<file path="src/rtl/rgbled_pkg.sv">
// Shared types and default timing for the rgbled_stream serial LED driver.
// Default constants assume a 10 MHz clock (100 ns per cycle).
package rgbled_pkg;

    typedef enum logic [1:0] {
        IDLE   = 2'd0,
        BIT_HI = 2'd1,
        BIT_LO = 2'd2,
        LATCH  = 2'd3
    } rgbled_state_t;

    localparam int unsigned CLK_HZ_DEF   = 10_000_000;
    localparam int unsigned T0H_CYC_DEF  = 4;     // 400 ns
    localparam int unsigned T1H_CYC_DEF  = 8;     // 800 ns
    localparam int unsigned TBIT_CYC_DEF = 13;    // 1.3 us
    localparam int unsigned TRST_CYC_DEF = 3000;  // 300 us

    // Round a duration in ns up to whole clock cycles at clk_hz.
    function automatic int unsigned ns_to_cyc(input int unsigned ns, input int unsigned clk_hz);
        longint unsigned prod;
        prod = longint'(ns) * longint'(clk_hz) + 64'd999_999_999;
        return int'(prod / 64'd1_000_000_000);
    endfunction

endpackage

</file>
<file path="src/rtl/rgbled_bit_tx.sv">
// One-bit NRZ encoder: on start drives the line high for T0H/T1H cycles
// (per bit value), then low for the remainder of TBIT cycles. done is
// combinational in the final cycle so a back-to-back start keeps bits
// exactly TBIT cycles apart.
module rgbled_bit_tx #(
    parameter int unsigned T0H_CYC  = 4,
    parameter int unsigned T1H_CYC  = 8,
    parameter int unsigned TBIT_CYC = 13
) (
    input  logic clk,
    input  logic nreset,
    input  logic start,
    input  logic bit_val,
    output logic led,
    output logic hi_last,
    output logic done
);
    localparam int unsigned CW = (TBIT_CYC > 1) ? $clog2(TBIT_CYC) : 1;
    localparam logic [CW-1:0] T0H_L  = CW'(T0H_CYC);
    localparam logic [CW-1:0] T1H_L  = CW'(T1H_CYC);
    localparam logic [CW-1:0] TEND_L = CW'(TBIT_CYC - 1);

    logic          active;
    logic [CW-1:0] cnt;
    logic [CW-1:0] high;

    assign hi_last = active && (cnt == high - CW'(1));
    assign done    = active && (cnt == TEND_L);

    // Cycle counter and registered line level for the bit in flight.
    always_ff @(posedge clk or negedge nreset) begin
        if (!nreset) begin
            active <= 1'b0;
            led    <= 1'b0;
            cnt    <= '0;
            high   <= '0;
        end else if (start) begin
            active <= 1'b1;
            led    <= 1'b1;
            cnt    <= '0;
            high   <= bit_val ? T1H_L : T0H_L;
        end else if (active) begin
            if (hi_last) led <= 1'b0;
            if (done) active <= 1'b0;
            else      cnt    <= cnt + CW'(1);
        end
    end

endmodule

</file>
<file path="src/rtl/rgbled_stream.sv">
// WS2812-class LED chain driver. Serialises LED_COUNT*BITS_PER_LED bits,
// LED0 first and MSB first within each LED, then holds the line low for
// the latch time. A strobe while busy is parked in a pending buffer
// (latest wins) and started straight after the latch phase.
// Optional feature macro: RGBLED_BRIGHTNESS_EN adds an 8-bit brightness
// input that scales every 8-bit field as the frame is loaded.
module rgbled_stream
    import rgbled_pkg::*;
#(
    parameter int unsigned LED_COUNT    = 3,
    parameter int unsigned BITS_PER_LED = 24,
    parameter int unsigned T0H_CYC      = T0H_CYC_DEF,
    parameter int unsigned T1H_CYC      = T1H_CYC_DEF,
    parameter int unsigned TBIT_CYC     = TBIT_CYC_DEF,
    parameter int unsigned TRST_CYC     = TRST_CYC_DEF
) (
    input  logic                              clk,
    input  logic                              nreset,
    input  logic [LED_COUNT*BITS_PER_LED-1:0] data,
    input  logic                              data_rdy,
`ifdef RGBLED_BRIGHTNESS_EN
    input  logic [7:0]                        brightness,
`endif
    output logic                              led,
    output logic                              busy,
    output logic                              frame_done
);
    localparam int unsigned FW  = LED_COUNT * BITS_PER_LED;
    localparam int unsigned LIW = (LED_COUNT > 1) ? $clog2(LED_COUNT) : 1;
    localparam int unsigned BIW = $clog2(BITS_PER_LED);
    localparam int unsigned RCW = $clog2(TRST_CYC + 1);

    rgbled_state_t  state;
    logic [FW-2:0]  sr;        // bits still to send after the one in flight
    logic [FW-1:0]  pend_buf;
    logic           pend;
    logic [LIW-1:0] led_idx;
    logic [BIW-1:0] bit_idx;
    logic [RCW-1:0] lcnt;

    logic [FW-1:0]  load_src;
    logic [FW-1:0]  scaled;
    logic [FW-1:0]  ordered;
    logic           last_bit;
    logic           latch_end;
    logic           start_frame;
    logic           tx_start;
    logic           tx_bit;
    logic           tx_hi_last;
    logic           tx_done;

    // A fresh strobe always beats the parked frame.
    assign load_src = data_rdy ? data : pend_buf;

`ifdef RGBLED_BRIGHTNESS_EN
    for (genvar f = 0; f < FW / 8; f++) begin : g_scale
        assign scaled[f*8 +: 8] =
            8'(({8'd0, load_src[f*8 +: 8]} * ({8'd0, brightness} + 16'd1)) >> 8);
    end
`else
    assign scaled = load_src;
`endif

    // Put LED0 at the top so the frame streams out of the MSB end.
    for (genvar i = 0; i < LED_COUNT; i++) begin : g_order
        assign ordered[(LED_COUNT-1-i)*BITS_PER_LED +: BITS_PER_LED] =
            scaled[i*BITS_PER_LED +: BITS_PER_LED];
    end

    assign last_bit    = (led_idx == LIW'(LED_COUNT - 1)) && (bit_idx == '0);
    assign latch_end   = (state == LATCH) && (lcnt == RCW'(TRST_CYC));
    assign start_frame = ((state == IDLE) && data_rdy) || (latch_end && (data_rdy || pend));
    assign tx_start    = start_frame || ((state == BIT_LO) && tx_done && !last_bit);
    assign tx_bit      = start_frame ? ordered[FW-1] : sr[FW-2];

    rgbled_bit_tx #(
        .T0H_CYC  (T0H_CYC),
        .T1H_CYC  (T1H_CYC),
        .TBIT_CYC (TBIT_CYC)
    ) u_bit_tx (
        .clk     (clk),
        .nreset  (nreset),
        .start   (tx_start),
        .bit_val (tx_bit),
        .led     (led),
        .hi_last (tx_hi_last),
        .done    (tx_done)
    );

    // Frame sequencing: bit/LED indices, latch timer, pending buffer, status.
    always_ff @(posedge clk or negedge nreset) begin
        if (!nreset) begin
            state      <= IDLE;
            sr         <= '0;
            pend_buf   <= '0;
            pend       <= 1'b0;
            led_idx    <= '0;
            bit_idx    <= '0;
            lcnt       <= '0;
            busy       <= 1'b0;
            frame_done <= 1'b0;
        end else begin
            frame_done <= 1'b0;
            if (data_rdy && (state != IDLE) && !latch_end) begin
                pend_buf <= data;
                pend     <= 1'b1;
            end
            case (state)
                IDLE: begin
                    if (data_rdy) begin
                        sr      <= ordered[FW-2:0];
                        led_idx <= '0;
                        bit_idx <= BIW'(BITS_PER_LED - 1);
                        busy    <= 1'b1;
                        state   <= BIT_HI;
                    end
                end
                BIT_HI: begin
                    if (tx_hi_last) state <= BIT_LO;
                end
                BIT_LO: begin
                    if (tx_done) begin
                        if (last_bit) begin
                            lcnt  <= '0;
                            state <= LATCH;
                        end else begin
                            sr    <= {sr[FW-3:0], 1'b0};
                            state <= BIT_HI;
                            if (bit_idx == '0) begin
                                bit_idx <= BIW'(BITS_PER_LED - 1);
                                led_idx <= led_idx + LIW'(1);
                            end else begin
                                bit_idx <= bit_idx - BIW'(1);
                            end
                        end
                    end
                end
                LATCH: begin
                    if (latch_end) begin
                        pend <= 1'b0;
                        if (data_rdy || pend) begin
                            sr      <= ordered[FW-2:0];
                            led_idx <= '0;
                            bit_idx <= BIW'(BITS_PER_LED - 1);
                            state   <= BIT_HI;
                        end else begin
                            busy  <= 1'b0;
                            state <= IDLE;
                        end
                    end else begin
                        // frame_done lands in the final latch cycle
                        if (lcnt == RCW'(TRST_CYC - 1)) frame_done <= 1'b1;
                        lcnt <= lcnt + RCW'(1);
                    end
                end
                default: state <= IDLE;
            endcase
        end
    end

endmodule

</file>
<file path="config.mk">
export PLATFORM = sky130hd
export DESIGN_NAME = rgbled_stream
export DESIGN_NICKNAME = d
export VERILOG_FILES = /design/src/rtl/rgbled_pkg.sv /design/src/rtl/rgbled_bit_tx.sv /design/src/rtl/rgbled_stream.sv
export SDC_FILE = /design/constraint.sdc
export NUM_CORES = 1
export LEC_CHECK = 0
export ABC_AREA = 1
export BUFFER_PORTS_ARGS = -buffer_cell sky130_fd_sc_hd__clkbuf_2
export CAP_MARGIN = 10
export CORE_ASPECT_RATIO = 1.1
export CORE_UTILIZATION = 50
export DETAILED_ROUTE_END_ITERATION = 8
export GPL_TIMING_DRIVEN = 0
export HOLD_SLACK_MARGIN = 0.05
export PLACE_DENSITY = 0.71
export SYNTH_ARGS = -nofsm -noshare
export SYNTH_HDL_FRONTEND = slang
export SYNTH_SLANG_ARGS = --single-unit
</file>
<file path="constraint.sdc">
create_clock -name clk -period 2.2 [get_ports clk]
set_input_delay 0.44 -clock clk [delete_from_list [all_inputs] [get_ports clk]]
set_output_delay 0.44 -clock clk [all_outputs]
set_load 0.01 [all_outputs]
</file>
# After elaboration in Yosys (flattened, before gate mapping)
# Index checks and enable logic that the tools add are counted.
word_totals:
  out_inout_bits: 3
  wordCells: 120
  regBits: 177
classes:
  n_addsub: 5
  eq_ne: 19
  n_mux: 53
  n_reduce_logical: 30
op_table:
  columns: ["cell", "n"]
  rows:
  - ["$mux 71", 5]
  - ["$pmux 71 s3", 1]
  - ["$mux 72", 1]
  - ["$mux 12", 3]
  - ["$mux 5", 6]
  - ["$eq 12x12->1 const B", 2]
  - ["$pmux 12 s2", 1]
  - ["$mux 2", 11]
  - ["$ne 2x2->1 const B", 10]
  - ["$mux 1", 17]
  - ["$mux 4", 4]
  - ["$pmux 5 s3", 1]
  - ["$add 12x1->12 const B", 1]
  - ["$reduce_and 4->1", 3]
  - ["$logic_and 1x1->1", 10]
  - ["$reduce_bool 2->1", 5]
  - ["$pmux 2 s4", 1]
  - ["$reduce_and 7->1", 1]
  - ["$eq 2x2->1 const B", 3]
  - ["$pmux 2 s3", 1]
  - ["$reduce_and 6->1", 1]
  - ["$logic_not 5->1", 1]
  - ["$sub 5x1->5 const B", 1]
  - ["$add 4x1->4 const B", 1]
  - ["12 further kinds", 16]

# Longest topological paths before layout
# Gate-level depths: netlist of run 1.
logic_depth:
  ltp_word: 7
  mapped_depth: 11
  depth_no_buf: 11

# Hierarchy
# Synthesis of run 1 repeated with hierarchy kept, for this count alone.
unflattened:
  hier_cells: 1200
  area_unflattened_um2: 8846.0
by_module_without_submodules:
  columns: ["module", "n_inst", "area_per_inst_um2", "seq_area_each_um2", "cells_each"]
  rows:
  - ["rgbled_stream", 1, 8424.3, 4179.0, 1150]
  - ["rgbled_bit_tx", 1, 421.7, 200.2, 50]

# Worst setup path after synthesis of run 1
# Ideal clock, no wire load.
synth_path:
  path_kind: "flip-flop to flip-flop"
  startpoint: "reg lcnt[0]"
  endpoint: "reg sr[10]"
  setup_time_ns: 0.116
  t_arrival_ns: 1.407
  slack_ns: 0.676
  path_buffers: 1
  period_less_slack_ns: 1.524
  path_stages_with_launch: 11
  required_ns: 2.084
  cell_sequence: "dfrtp_1 -> inv_1 -> ha_1 -> nand3_1 -> nor2_2 -> nand4_2 -> nand3_2 -> inv_2 -> buf_2 -> nand2_1 -> nand2_1"
synth_between:
  elab_chain_cells: 4
synth_rtl:
  columns: ["item", "line_no", "rtl"]
  rows:
  - ["start: declaration", "rgbled_stream.sv:39", "logic [RCW-1:0] lcnt;"]
  - ["start signal: assignment", "rgbled_stream.sv:153", "lcnt <= lcnt + RCW'(1);"]
  - ["$eq 12x12->1", "rgbled_stream.sv:71", "assign latch_end = (state == LATCH) && (lcnt == RCW'(TRST_CYC));"]
  - ["$logic_and 1x1->1", "rgbled_stream.sv:71", null]
  - ["$ne 2x2->1 (no line)", null, null]
  - ["$reduce_and 6->1 (no line)", null, null]
  - ["end signal: assignment", "rgbled_stream.sv:111", "sr <= ordered[FW-2:0];"]
  - ["end signal: assignment", "rgbled_stream.sv:127", "sr <= {sr[FW-3:0], 1'b0};"]
  - ["end signal: assignment", "rgbled_stream.sv:142", "sr <= ordered[FW-2:0];"]
  - ["end: declaration", "rgbled_stream.sv:34", "logic [FW-2:0] sr;"]
# Every way passes these cells.
# A chain may end at the register's enable or synchronous reset.

# Worst setup path in the final report of run 1
layout_path:
  startpoint: "reg lcnt[0]"
  endpoint: "reg pend_buf[14]"
layout_between:
  elab_chain_cells: 4
layout_rtl:
  columns: ["item", "line_no", "rtl"]
  rows:
  - ["$eq 12x12->1", "rgbled_stream.sv:71", null]
  - ["$logic_and 1x1->1", "rgbled_stream.sv:71", null]
  - ["$logic_not 1->1", "rgbled_stream.sv:104", "if (data_rdy && (state != IDLE) && !latch_end) begin"]
  - ["$logic_and 1x1->1", "rgbled_stream.sv:104", null]
  - ["end signal: assignment", "rgbled_stream.sv:105", "pend_buf <= data;"]
  - ["end: declaration", "rgbled_stream.sv:35", "logic [FW-1:0] pend_buf;"]
# Every way passes these cells.

==> summary.txt, run 1 <==
Logic synthesis
  – Leading cell types by total area after synthesis: dfrtp_1 50%, nand2_1 21%, o21ai_0 8.6%
  – Count of different cell masters after synthesis: 31
  – Post-synth net total: 1268
  – Sequential fraction of the synthesis area: 0.495
  – Most used flip-flop cell after synthesis: dfrtp_1
  – Synthesized instance count: 1187
  – Number of synthesized flops with an enable pin: 0
  – Cell Area, Synth: just under 9000 um2
  – Post-synthesis sequential element count: between 150 and 200
  – Proportion of synthesized flip-flops having asynchronous set or reset: 1.00
  – Synth warnings: 0
  – Area share of the largest cell type after synthesis: 0.495
  – Average cell area after synthesis: 7.45 um2
  – Cell taking the most area after synthesis: dfrtp_1

Detailed routing
  – DRT antenna net count: 0
  – Detailed-route vias per instance: 5.10
  – Wirelength, routed: 20800 um
  – Count of TritonRoute iterations in the first routing pass: 5
  – Routed via count: 7791
  – Wirelength per Cell: 13.6 um
  – Total DRC errors in the routed layout: 0
  – Initial DRC Count: 442

Worst setup path
  – Startpoint kind of the worst setup timing path: register
  – CP Max Fanout: 10
  – R2r endpoint: pend_buf[14]
  – Cell count of the worst reg-to-reg path: 8
  – Arrival @ worst endpoint: around 2300 ps
  – CP Data Required Time: 2490 ps
  – Critical Setup Path Class: reg2reg
  – R2R Path Start: lcnt[0]
  – Setup slack of the most critical reg-to-reg path: around 230 ps
  – Critical Path Sink Type: register

Global route
  – Total congestion overflow: 0
  – GR Util All Layers: 0.247
  – Global-route wire length before repair: 35900 um
  – Via count of the first global-routing pass: 7567
  – Number of antenna violations at the first check in global routing: 0
  – Largest net degree at the start of global routing: 106

Timing
  – Fin crit period: 1970 ps
  – Final sum of negative setup slack: 0 ps
  – Number of endpoints with negative hold slack in the final report: 0
  – RSZ-0062 raised after global routing: false
  – Smallest hold slack: 127 ps
  – Smallest setup slack after layout: 227 ps
  – Timing-limited maximum frequency: 507 MHz
  – Number of setup violations in the final report: 0
  – Actual slew at the worst max-slew pin: between 800 and 900 ps
  – Clock skew after layout: 16.8 ps
  – Final period util: 0.897
  – Max transition margin: 0.432
  – Number of pins exceeding their max-slew limit in the final report: 0

Placement
  – Placement Setup Slack: 259 ps
  – Number of placed cells counting well taps: between 1000 and 1500
  – Weighted congestion at the end of routability-driven global placement: about 0.87
  – Count of input and output buffers: 76
  – Placement Cell Area: 9550 um2
  – Total half-perimeter wirelength after legalization and detailed placement: 14100 um

Layout
  – Number of antenna repair diodes: 0
  – Fillcell total: 1638
  – Post-route insts no fill: ~1500
  – Area growth syn-to-layout: 14.5%
  – FF+latch area: 4380 um2
  – Post-Layout Inst Area: about 10000 um2
  – Area of the multi-input gates: 3670 um2
  – Final net count: roughly 1400
  – Layout cells sized above 1: 0.129

Floorplanning
  – Initial standard-cell utilization of the core: 0.516
  – Placeable Area: roughly 17000 um2
  – Y dimension of the die: 141 um
  – Area enclosed by the die boundary: roughly 18000 um2
  – # rows: 50
  – Die extent in x: approximately 130 um
  – Top-level port count: 78

Pwr
  – P per Cell Area: 682 nW/um2
  – Worst VDD drop: 0.550 mV
  – Leak pwr: 5.38 nW

Clocking
  – Number of sinks handled by clock tree synthesis: 175
  – Hold_buf cts: 0
  – CTS Root Cell: clkbuf_16
  – Clock-pin slew on the worst setup and hold paths: 60 ps
  – Clock latency on the worst-skew pair: between 400 and 500 ps
  – Worst-case clock buffer depth: 2
  – CTS H-Tree Depth: 4
  – Clock buffer count from CTS: 17
  – Number of buffers inserted to repair setup after CTS: 0
  – Post-cts gate resize count: 0
  – CTS tree: built

Run status
  – Status: complete, no violations

Flow run
  – Number of max-cap violations: 0

Min path
  – Worst hold-check path type: in2async
registers in the layout, indices dropped and copies added, names as in the netlist:
register and count:
u_bit_tx.high 2, lcnt 12, pend 1, u_bit_tx.cnt 4, u_bit_tx.led 1, bit_idx 5, frame_done 1, u_bit_tx.active 1
sr 71, led_idx 2, state 2, busy 1, pend_buf 72
synthesized netlist by cell type, types with 4 or more instances:
master and count:
nand2_1 504, dfrtp_1 175, o21ai_0 151, inv_1 101, o21ai_1 80, nor2_1 31, buf_2 28, nand3_1 25
clkbuf_1 21, buf_6 13, nand4_1 9, inv_2 7, xor2_1 7, ha_1 6, a21oi_1 5, nor3_1 4
logic make-up after synthesis:
logic type | synth area share
AND/OR/NAND/NOR | 0.263
AO/OA/AOI/OAI | 0.136
flip-flops | 0.495
buffers and inverters | 0.0893
XOR/XNOR | 0.00793
adder cells (fa/ha/maj) | 0.00849
worst max path at each step:
stage | start | end | cells after the start
global route | lcnt[0] | pend_buf[13] | 8
CTS | lcnt[0] | pend_buf[14] | 8
finish | lcnt[0] | pend_buf[14] | 8
global placement | nreset | pend_buf[63] | 1
floorplan | lcnt[0] | sr[10] | 10
detailed placement | lcnt[0] | pend_buf[14] | 8
layout make-up:
class,count,area share
repair buffers,77,0.0412
plain buffers,64,0.0376
multi-input cells,839,0.363
flip-flops and latches,175,0.433
clock inverters,12,0.0145
inverters,109,0.0404
clock buffers,18,0.0424
well taps,234,0.0289
report_power, final:
group | internal [mW] | switching (mW)
clock | 1.77 | 1.26
sequential | 3.34 | 0.0577
combinational | 0.174 | 0.310
total | 5.28 | 1.63
worst max-delay path, stage by stage, from the launching register on:
cell and delay (ps):
dfrtp_1 440, inv_1 100, ha_1 170, nand3_1 90, nor2_2 170, nand3_2 150, nand2_4 170, clkbuf_1 380
o21ai_0 170
layer usage:
layer / track usage / up-vias / part of all wire
met5: 0 / - / 0
met4: 0.0817 / 0 / 0.016
met3: 0.0317 / 23 / 0.031
met2: 0.412 / 154 / 0.48
met1: 0.334 / 3704 / 0.48
li1: - / 3910 / -
stage by stage:
step,power (mW),utilization
6_report,6.91,0.591
5_1_grt,7.14,0.591
4_1_cts,6.96,0.591
3_5_place_dp,3.94,0.557
3_3_place_gp,3.92,0.555
2_1_floorplan,3.70,-
placed cells by master, fill, tap and decap left out, drive strengths merged:
cell	Yosys	routed
a21oi	5	5
buf	43	44
bufinv	0	3
clkbuf	21	115
clkinv	1	10
dfrtp	175	175
ha	6	6
inv	108	108
nand2	507	507
nand3	27	27
nand3b	1	1
nand4	10	10
nor2	35	35
nor3	4	4
o211ai	1	1
o21a	1	1
o21ai	231	231
o21bai	1	1
or2	2	2
xnor2	1	1
xor2	7	7
(Power assumes the default switching activity.)
==> inputs of run 2 (changes only) <==
RECOVER_POWER = 50   (was default)
==> run 2 against run 1 <==
  * Non-clock buffer count unchanged
  * Fmax about the same
  * Sequential power about the same
  * Routed wire length about the same
  * Clock power about the same
  * Sequential share of layout area up 0.10 points
  * Core utilization down 0.14 points
  * Critical path depth unchanged
  * Largest power group unchanged
  * Highest routed layer unchanged
==> summary.txt, run 2 (synthesis gave the netlist of run 1 again) <==
Detailed routing
  – DRT antenna net count: 0
  – Total DRC errors in the routed layout: 0
  – Initial DRC Count: approximately 440
  – Wirelength, routed: 20800 um
  – Detailed-route vias per instance: 5.09
  – Routed via count: roughly 8000
  – Count of TritonRoute iterations in the first routing pass: 5
  – Wirelength per Cell: 13.6 um

Worst setup path
  – Startpoint kind of the worst setup timing path: register
  – Critical Path Sink Type: register
  – Arrival @ worst endpoint: 2260 ps
  – Critical Setup Path Class: reg2reg
  – CP Data Required Time: 2490 ps
  – CP Max Fanout: 10

Floorplanning
  – # rows: 50
  – Die extent in x: approximately 130 um
  – Y dimension of the die: 141 um
  – Initial standard-cell utilization of the core: 0.516
  – Placeable Area: between 15000 and 20000 um2
  – Top-level port count: 78
  – Area enclosed by the die boundary: between 15000 and 20000 um2

Clocking
  – Clock buffer count from CTS: 17
  – CTS tree: built
  – Number of buffers inserted to repair setup after CTS: 0
  – Clock-pin slew on the worst setup and hold paths: 70 ps
  – Clock latency on the worst-skew pair: 430 ps
  – Worst-case clock buffer depth: 2
  – CTS H-Tree Depth: 4
  – Number of sinks handled by clock tree synthesis: around 180
  – CTS Root Cell: clkbuf_16
  – Post-cts gate resize count: 0
  – Hold_buf cts: 0

Global route
  – Total congestion overflow: 0
  – Global-route wire length before repair: 35900 um
  – GR Util All Layers: 0.247
  – Number of antenna violations at the first check in global routing: 0
  – Largest net degree at the start of global routing: roughly 110
  – Via count of the first global-routing pass: 7567

Placement
  – Placement Cell Area: 9550 um2
  – Count of input and output buffers: 76
  – Number of placed cells counting well taps: 1498
  – Weighted congestion at the end of routability-driven global placement: 0.866
  – Total half-perimeter wirelength after legalization and detailed placement: 14100 um

Timing
  – Final sum of negative setup slack: 0 ps
  – Fin crit period: 1970 ps
  – RSZ-0062 raised after global routing: false
  – Timing-limited maximum frequency: 507 MHz
  – Number of endpoints with negative hold slack in the final report: 0
  – Clock skew after layout: 16.8 ps
  – Final period util: 0.897
  – Number of pins exceeding their max-slew limit in the final report: 0
  – Actual slew at the worst max-slew pin: 1450 ps
  – Max transition margin: 0.0309
  – Number of setup violations in the final report: 0

Layout
  – Most frequent cells in the layout: 504 x nand2_1, 175 x dfrtp_1, 151 x o21ai_0
  – Area growth syn-to-layout: 14.3%
  – Final net count: 1364
  – Largest registers: pend_buf (72), sr (71), lcnt (12)
  – Number of antenna repair diodes: 0
  – Layout cells sized above 1: 0.128
  – Number of flip-flops under the largest register name: 72
  – Final cell utilization of the core: 0.589
  – Post-route insts no fill: between 1500 and 2000
  – Register with the most flip-flops: pend_buf
  – Post-Layout Inst Area: 10100 um2
  – Most common cell after layout, fill and taps aside: nand2_1
  – Fillcell total: 1640

Min path
  – Worst hold-check path type: in2reg

Pwr
  – Leak pwr: 5.36 nW
  – Worst VDD drop: 0.550 mV
  – P per Cell Area: 683 nW/um2

Flow run
  – Number of max-cap violations: 0

Run status
  – Status: complete, no violations
==> run 2: final timing paths <==
| kind | start | endpoint | slack (ps) | cells after the start |
|---|---|---|---|---|
| setup / recovery | lcnt[0] | pend_buf[14] | 230 | 8 |
| setup reg to reg | lcnt[0] | pend_buf[14] | 230 | 8 |
| min in group asynchronous | nreset | pend_buf[11] | 390 | 1 |
| hold reg to reg | sr[39] | sr[39] | 470 | 2 |
| hold / removal | data[33] | pend_buf[33] | 240 | 3 |
| max in group asynchronous | nreset | pend_buf[51] | 470 | 2 |
==> run 2: critical path, cell delays in order, from the launching register on <==
cell and delay (ps):
dfrtp_1 440, inv_1 100, ha_1 170, nand3_1 90, nor2_2 170, nand3_2 150, nand2_4 170, clkbuf_1 380
o21ai_0 170
==> run 2: cell type report <==
class | instances | area [um2] | area share
multi-input cells | 839 | 3670 | 0.363
well taps | 234 | 293 | 0.0290
flip-flops and latches | 175 | 4380 | 0.434
inverters | 109 | 409 | 0.0405
plain buffers | 64 | 380 | 0.0377
clock inverters | 12 | 146 | 0.0145
repair buffers | 77 | 393 | 0.0389
clock buffers | 18 | 429 | 0.0425
==> run 2: where the power goes <==
part / switching [mW] / internal (mW) / total [mW] / leakage (nW)
logic: 0.310 / 0.170 / 0.480 / 3.16
registers: 0.0578 / 3.34 / 3.39 / 1.92
clock network: 1.26 / 1.77 / 3.03 / 0.289
==> run 2: per-layer routing <==
metal / vias up / wire (um) / global-route usage
li1: 3910 / - / -
met1: 3695 / 9900 / 0.334
met2: 156 / 9890 / 0.412
met3: 23 / 650 / 0.0317
met4: 0 / 342 / 0.0817
met5: - / 0 / 0
==> run 2: stage by stage <==
stage	hold slack, ps	power (mW)	worst slack (ps)
2_1_floorplan	144	3.70	676
3_3_place_gp	454	3.92	-2680
3_5_place_dp	458	3.94	259
4_1_cts	171	6.96	252
5_1_grt	249	7.14	59.0
6_report	242	6.90	227
